**src/rtl/register_file_8bit.sv**
```systemverilog
// Register file: B C D E H L F A byte registers with byte, pair and masked-flag write ports.
// Latency: one cycle from write enable to stored value; reads are combinational.
// Backpressure: none; every enabled write is accepted at the next rising edge.
//
// Ports:
//   i_Clk, i_Reset              clock, asynchronous active-high reset
//   i_RdSelA/B -> o_RdDataA/B   byte reads (0=B 1=C 2=D 3=E 4=H 5=L 6=F 7=A)
//   i_PairRdSel -> o_PairRdData pair read (0=BC 1=DE 2=HL 3=AF), high byte first-named
//   i_WrEn/i_WrSel/i_WrData     byte write
//   i_PairWrEn/Sel/Data         16-bit pair write
//   i_FlagWrEn/Mask/Data        masked update of F[7:4] (Z N H C)
//   o_F                         current Z N H C
// Build option: define REGFILE_BYPASS_EN to forward the pending write to every read port.
module register_file_8bit #(
  parameter logic [7:0] A_RESET = 8'h01,
  parameter logic [7:0] F_RESET = 8'hB0
) (
  input  logic        i_Clk,
  input  logic        i_Reset,
  input  logic [2:0]  i_RdSelA,
  input  logic [2:0]  i_RdSelB,
  output logic [7:0]  o_RdDataA,
  output logic [7:0]  o_RdDataB,
  input  logic        i_WrEn,
  input  logic [2:0]  i_WrSel,
  input  logic [7:0]  i_WrData,
  input  logic        i_PairWrEn,
  input  logic [1:0]  i_PairWrSel,
  input  logic [15:0] i_PairWrData,
  input  logic [1:0]  i_PairRdSel,
  output logic [15:0] o_PairRdData,
  input  logic        i_FlagWrEn,
  input  logic [3:0]  i_FlagMask,
  input  logic [3:0]  i_FlagData,
  output logic [3:0]  o_F
);

  localparam logic [2:0] IDX_F = 3'd6;

  // Storage is indexed by the read/write select code, so F lives at 6 and A at 7.
  logic [7:0] rf   [8];
  logic [7:0] nxt  [8];
  logic [7:0] view [8];

  // AF is the odd pair: A (7) is the high byte and F (6) the low byte.
  function automatic logic [2:0] pair_hi(input logic [1:0] p);
    return (p == 2'd3) ? 3'd7 : {p, 1'b0};
  endfunction

  function automatic logic [2:0] pair_lo(input logic [1:0] p);
    return (p == 2'd3) ? 3'd6 : {p, 1'b1};
  endfunction

  // Pending state. Apply order encodes priority: pair write, then the byte
  // write overrides its register, then masked flag bits override F[7:4].
  always_comb begin
    for (int i = 0; i < 8; i++) begin
      nxt[i] = rf[i];
    end
    if (!i_Reset) begin
      if (i_PairWrEn) begin
        nxt[pair_hi(i_PairWrSel)] = i_PairWrData[15:8];
        nxt[pair_lo(i_PairWrSel)] = i_PairWrData[7:0];
      end
      if (i_WrEn) begin
        nxt[i_WrSel] = i_WrData;
      end
      if (i_FlagWrEn) begin
        nxt[IDX_F][7:4] = (nxt[IDX_F][7:4] & ~i_FlagMask) | (i_FlagData & i_FlagMask);
      end
    end
    // Low nibble of F does not exist; keep it zero in storage and on reads.
    nxt[IDX_F][3:0] = 4'h0;
  end

  always_ff @(posedge i_Clk or posedge i_Reset) begin
    if (i_Reset) begin
      rf[0] <= 8'h00;
      rf[1] <= 8'h13;
      rf[2] <= 8'h00;
      rf[3] <= 8'hD8;
      rf[4] <= 8'h01;
      rf[5] <= 8'h4D;
      rf[6] <= {F_RESET[7:4], 4'h0};
      rf[7] <= A_RESET;
    end else begin
      for (int i = 0; i < 8; i++) begin
        rf[i] <= nxt[i];
      end
    end
  end

  // During reset nxt equals the stored reset values, so forwarding stays
  // consistent with writes being ignored.
  always_comb begin
    for (int i = 0; i < 8; i++) begin
`ifdef REGFILE_BYPASS_EN
      view[i] = nxt[i];
`else
      view[i] = rf[i];
`endif
    end
  end

  assign o_RdDataA    = view[i_RdSelA];
  assign o_RdDataB    = view[i_RdSelB];
  assign o_PairRdData = {view[pair_hi(i_PairRdSel)], view[pair_lo(i_PairRdSel)]};
  assign o_F          = view[IDX_F][7:4];

endmodule

```
**config.mk**
```make
export PLATFORM = sky130hd
export DESIGN_NAME = register_file_8bit
export DESIGN_NICKNAME = d
export VERILOG_FILES = /design/src/rtl/register_file_8bit.sv
export SDC_FILE = /design/constraint.sdc
export NUM_CORES = 1
export LEC_CHECK = 0
export ABC_AREA = 1
export CAP_MARGIN = 20
export CORE_MARGIN = 2
export CORE_UTILIZATION = 59
export CTS_CLUSTER_SIZE = 40
export DETAILED_ROUTE_END_ITERATION = 8
export HOLD_SLACK_MARGIN = 0.15
export PLACE_DENSITY_LB_ADDON = 0.08
export SKIP_CTS_REPAIR_TIMING = 1
export SLEW_MARGIN = 20
export SYNTH_ARGS = -nofsm -noshare
export SYNTH_HDL_FRONTEND = slang
export SYNTH_SLANG_ARGS = --single-unit
```
**constraint.sdc**
```tcl
create_clock -name i_Clk -period 2.8 [get_ports i_Clk]
set_input_delay 0.56 -clock i_Clk [delete_from_list [all_inputs] [get_ports i_Clk]]
set_output_delay 0.56 -clock i_Clk [all_outputs]
set_load 0.01 [all_outputs]
```
# Yosys cells after proc, flatten, opt, wreduce, memory -nomap -nowiden
# Cells that the tools add are included.
[totals]
out_inout_bits = 36
regBits = 60
inputBits = 50
[classes]
eq_ne = 2
magnitude_cmp = 10
mux = 30
reduce_logical = 3
n_bitwise = 11
[op_table]
columns = ["operator", "count"]
rows = [
  ["$mux W64", 4],
  ["$bwmux W64", 3],
  ["$bmux W8 S3", 4],
  ["$mux W8", 11],
  ["$demux W8 S3", 3],
  ["$ge A4 B4 Y1 const B", 7],
  ["$not A3 Y4", 7],
  ["$lt A4 B1 Y1 const B", 3],
  ["$mux W3", 4],
  ["$and A4 B4 Y4", 2],
  ["$eq A2 B2 Y1 const B", 2],
  ["$mux W4", 1],
  ["$not A4 Y4", 1],
  ["$or A4 B4 Y4", 1],
  ["$logic_and A1 B1 Y1", 3],
]

# Longest topological paths before layout
[logic_depth]
ltp_word = 17
depth_mapped = 9
depth_no_buf = 8

# Worst setup path before layout
# No wires, ideal clock.
[synth_path]
kind = "input to register"
from = "input i_Reset"
to = "register rf[50] (netlist name)"
path_stages = 6
required_ns = 2.686
arrival_ns = 1.971
slack_ns = 0.714
path_buffers = 2
path_cell_list = "inv_1 -> buf_2 -> buf_2 -> nand3_1 -> nand2_1 -> inv_1"
[synth_lines]
columns = ["item", "line", "rtl"]
rows = [
  ["from (decl)", "19", "input logic i_Reset,"],
  ["to (signal, indexed assignment)", "88", "rf[i] <= nxt[i];"],
  ["to (decl)", "41", "logic [7:0] rf [8];"],
]

# Final worst setup path
[layout_path]
from = "input i_RdSelA[2]"
to = "output o_RdDataA[6]"
[layout_via]
elab_chain_cells = 4
[layout_lines]
columns = ["item", "line", "rtl"]
rows = [
  ["from (decl)", "20", "input logic [2:0] i_RdSelA,"],
  ["$not A3 Y4 (not written as such)", "105", "assign o_RdDataA = view[i_RdSelA];"],
  ["$bmux W8 S3", "105", ""],
  ["$mux W8 (not written as such) (2 in a row)", "105", ""],
  ["to (decl)", "22", "output logic [7:0] o_RdDataA,"],
]
# Every way passes these cells. The select of a mux whose other input is x is not followed.

==> metrics.md <==
| Metric | Value |
|---|---|
| Wirelength, routed | between 15000 and 20000 microns |
| # rows | 33 |
| CTS buffer count | 9 |
| Clk sinks | 60 |
| Metal-1 WL | 6927 microns |
| Starting DRT DRC Count | approximately 870 |
| EDFF count, synth | 0 |
| CP max-delay cell | clkdlybuf4s50_1 |
| Met3 wire length | between 2000 and 2500 microns |
| Startpoint types | primary input |
| Hold path cells | 2 |
| CTS clk-pin slew, worst paths | approximately 0.080 ns |
| PD cells | between 500 and 600 nW/um^2 |
| CP dominant cell by count | clkdlybuf4s50_1 |
| DRC Markers | 0 |
| Hold_ws | about 0.51 ns |
| Root buf cell | clkbuf_8 |
| Sequential cell area | 1521 sq um |
| Synth Warn # | 0 |
| Ys async rst share | 100.0% |
| Clock tree from TritonCTS | done |
| Rel. slew slack | 56.80% |
| Crit end category | primary output |
| WS Path Type | primary input to primary output |
| Clk_skew | 0 ns |
| P_int | just over 2 mW |
| Final Hold Fails | 0 |
| Max Slew Vio Count | 0 |
| Antenna-violating nets left | 0 |
| Syn Nets | 867 |
| Core Box Area | about 8200 sq um |
| Clock group share of total power | about a quarter |
| MaxCap Viol Count | 0 |
| First-pass GRT wire length | around 28000 microns |
| Grt ovf | 0 |
| Initial Util | about three fifths |
| Fmax | between 300 and 400 MHz |
| Die H | roughly 96 microns |
| Leak pwr | ~3.3 nW |
| First-pass iteration count of the detailed router | 7 |
| GP Congestion | 0.9871 |
| WP data required | 2.24 ns |
| Vias | 6452 |
| Fill cells | ~630 |
| Combinational Power Share | between 30% and 40% |
| Sw Ratio | ~39% |
| Drt via density | ~6.4 |
| Ant. Diodes | 0 |
| Switch Pwr | between 1 and 1.5 mW |
| Status | finished clean |
| Dominant synthesized flop cell | dfrtp_1 |
| Overall global routing resource usage | around two fifths |
| Multi-input gate area | approximately 2800 sq um |
| Setup violators final | 0 |
| Met2 Wirelength | 8501 microns |
| Worst hold-check path type | flop to flop |
| VDD IR max | about 0.33 mV |
| Worst-Skew Late Latency | about 0.36 ns |
| Vias in the first global route | about 5700 |
| Top Layer Used | met4 |
| Worst Tran Pin Value | approximately 0.65 ns |
| Synth top area cells | dfrtp_1 (22%), o21ai_0 (13%), nand2_1 (12%), a21oi_1 (11%), dfstp_2 (8.4%) |
| Crit-path cells | clkdlybuf4s50_1 > inv_1 > nand3_1 > o21a_1 > clkdlybuf4s50_1 |
| Period minus WS final | 2.785 ns |
| Synth-to-layout area growth | 28.62% |
| Most frequent cells after synthesis | nand2_1 (158), o21ai_0 (127), inv_1 (110) |
| Die ar. | between 9000 and 10000 sq um |
| CP peak stage delay | about 0.56 ns |
| Final Net Count | around 950 |
| Max clock buf depth | 2 |
| Post-synth top area cell | dfrtp_1 |
| Fin crit share | between 90% and 100% |
| Synthesized area | between 5000 and 6000 sq um |
| Reg power frac | a little under two fifths |
| Clock H-tree levels | 3 |
| RSZ-0062 raised after global routing | no |
| Post-Syn Area per Cell | ~6 sq um |
| Synth unique cells | 26 |
| Most frequent cell after synthesis | nand2_1 |
| Die Width | around 96 microns |
| Boundary pin count | 86 |
| Sequential fraction of the synthesis area | 30.35% |
| Share of layout cells above drive strength 1 | 10.46% |
| Port Buf Inserts | between 80 and 90 |
| Largest net degree at the start of global routing | 58 |
| Crit Path Max Fanout | 12 |
| Worst EP arrival | between 2 and 2.5 ns |
| Final Total Pwr | about 3.4 mW |
| Synth Instances | roughly 820 |
| HPWL after detailed placement | ~13000 microns |
| Initial antenna violation count | 0 |
| Detailed-route wire length per cell | roughly 19 microns |
| Synthesis-stage register bit count | 60 |
| Worst R2R Path Depth | 4 |
| Synth top area share | a little over a fifth |
==> per-stage QoR <==
step | std cells | cell area [sq um] | TNS, ns | util (%) | worst slack (ns)
global route | 1013 | 6449 | 0 | 78.48 | 0.007392
global placement | 983 | 6025 | -0.3410 | 73.32 | -0.05766
detailed placement | 983 | 6025 | -0.9263 | 73.32 | -0.1306
CTS | 999 | 6225 | -0.9745 | 75.76 | -0.1313
finish | 1013 | 6449 | 0 | 78.48 | 0.01526
floorplan | 817 | 5014 | 0 | - | 0.7143
==> worst max-delay path: cells and delay by family <==
family,cells,cell delay [ns]
compound gates,1,0.21
buf+inv,3,1.27
simple gates,1,0.18
==> area by class of cell <==
cell class                      count  share of cell area, %
Timing Repair Buffer              126                  20.72
Sequential cell                    60                  23.59
Clock buffer                       10                  2.134
Tap cell                          105                  2.037
Multi-Input combinational cell    593                  43.87
Clock inverter                      6                 0.9701
Inverter                          113                  6.674
==> cell families (layout without fill, tap and decap cells) <==
group                  after synthesis  after routing  share of synthesized area (%)
AOI/OAI and AO/OA                  281            281                          30.37
buffers and inverters              164            255                          13.23
DFF                                 60             60                          30.35
and+or+nand+nor                    312            312                          26.05
==> per-layer routing <==
| metal | global-route usage [%] | vias up |
|---|---|---|
| met4 | 27.14 | 0 |
| li1 | - | 2862 |
| met2 | 62.62 | 574 |
| met1 | 49.04 | 2846 |
| met3 | 7.518 | 170 |
| met5 | 0 | - |
==> power groups by stage <==
stage	registers, mW	logic [mW]	clock network (mW)
2_1_floorplan	1.22	0.724	0
5_1_grt	1.31	1.38	0.843
3_5_place_dp	1.29	1.20	0
3_3_place_gp	1.28	1.15	0
4_1_cts	1.27	1.21	0.801
6_report	1.29	1.27	0.809
==> layout by cell type, fill, tap and decap left out <==
cell             instances
o21ai_1                  9
inv_6                    1
clkinv_2                 3
o21ai_0                125
nand2_2                  8
clkinv_1                 1
nor2_1                  77
buf_2                    1
o21a_1                   8
inv_2                    3
inv_4                    1
clkinvlp_4               1
clkdlybuf4s50_1         62
a221oi_1                 4
dfstp_2                 16
nand2_4                  2
a21oi_4                  1
bufinv_16                1
inv_1                  107
buf_6                    2
buf_4                   30
nand3_1                 61
nor2_4                   1
a22oi_1                  4
clkbuf_16                3
buf_12                   5
dfrtp_1                 44
clkinv_4                 1
a21oi_1                106
o211ai_1                24
clkbuf_8                10
dlymetal6s2s_1          23
nor2_2                   4
nand3_2                  1
nand2_1                158
==> state kept, by name, summed over array words and instances (netlist names) <==
register	flops
o_F	4
rf	56
==> worst paths after layout <==
kind	startpoint	to	slack, ns
max reg2reg	o_F[3]	o_F[3]	1.68
max	i_RdSelA[2]	o_RdDataA[6]	0.02
min	rf[38]	rf[38]	0.51
min reg2reg	rf[38]	rf[38]	0.51
min in group asynchronous	i_Reset	rf[37]	0.61
max in group asynchronous	i_Reset	rf[24]	1.56
Power figures use the tool's default switching activity.
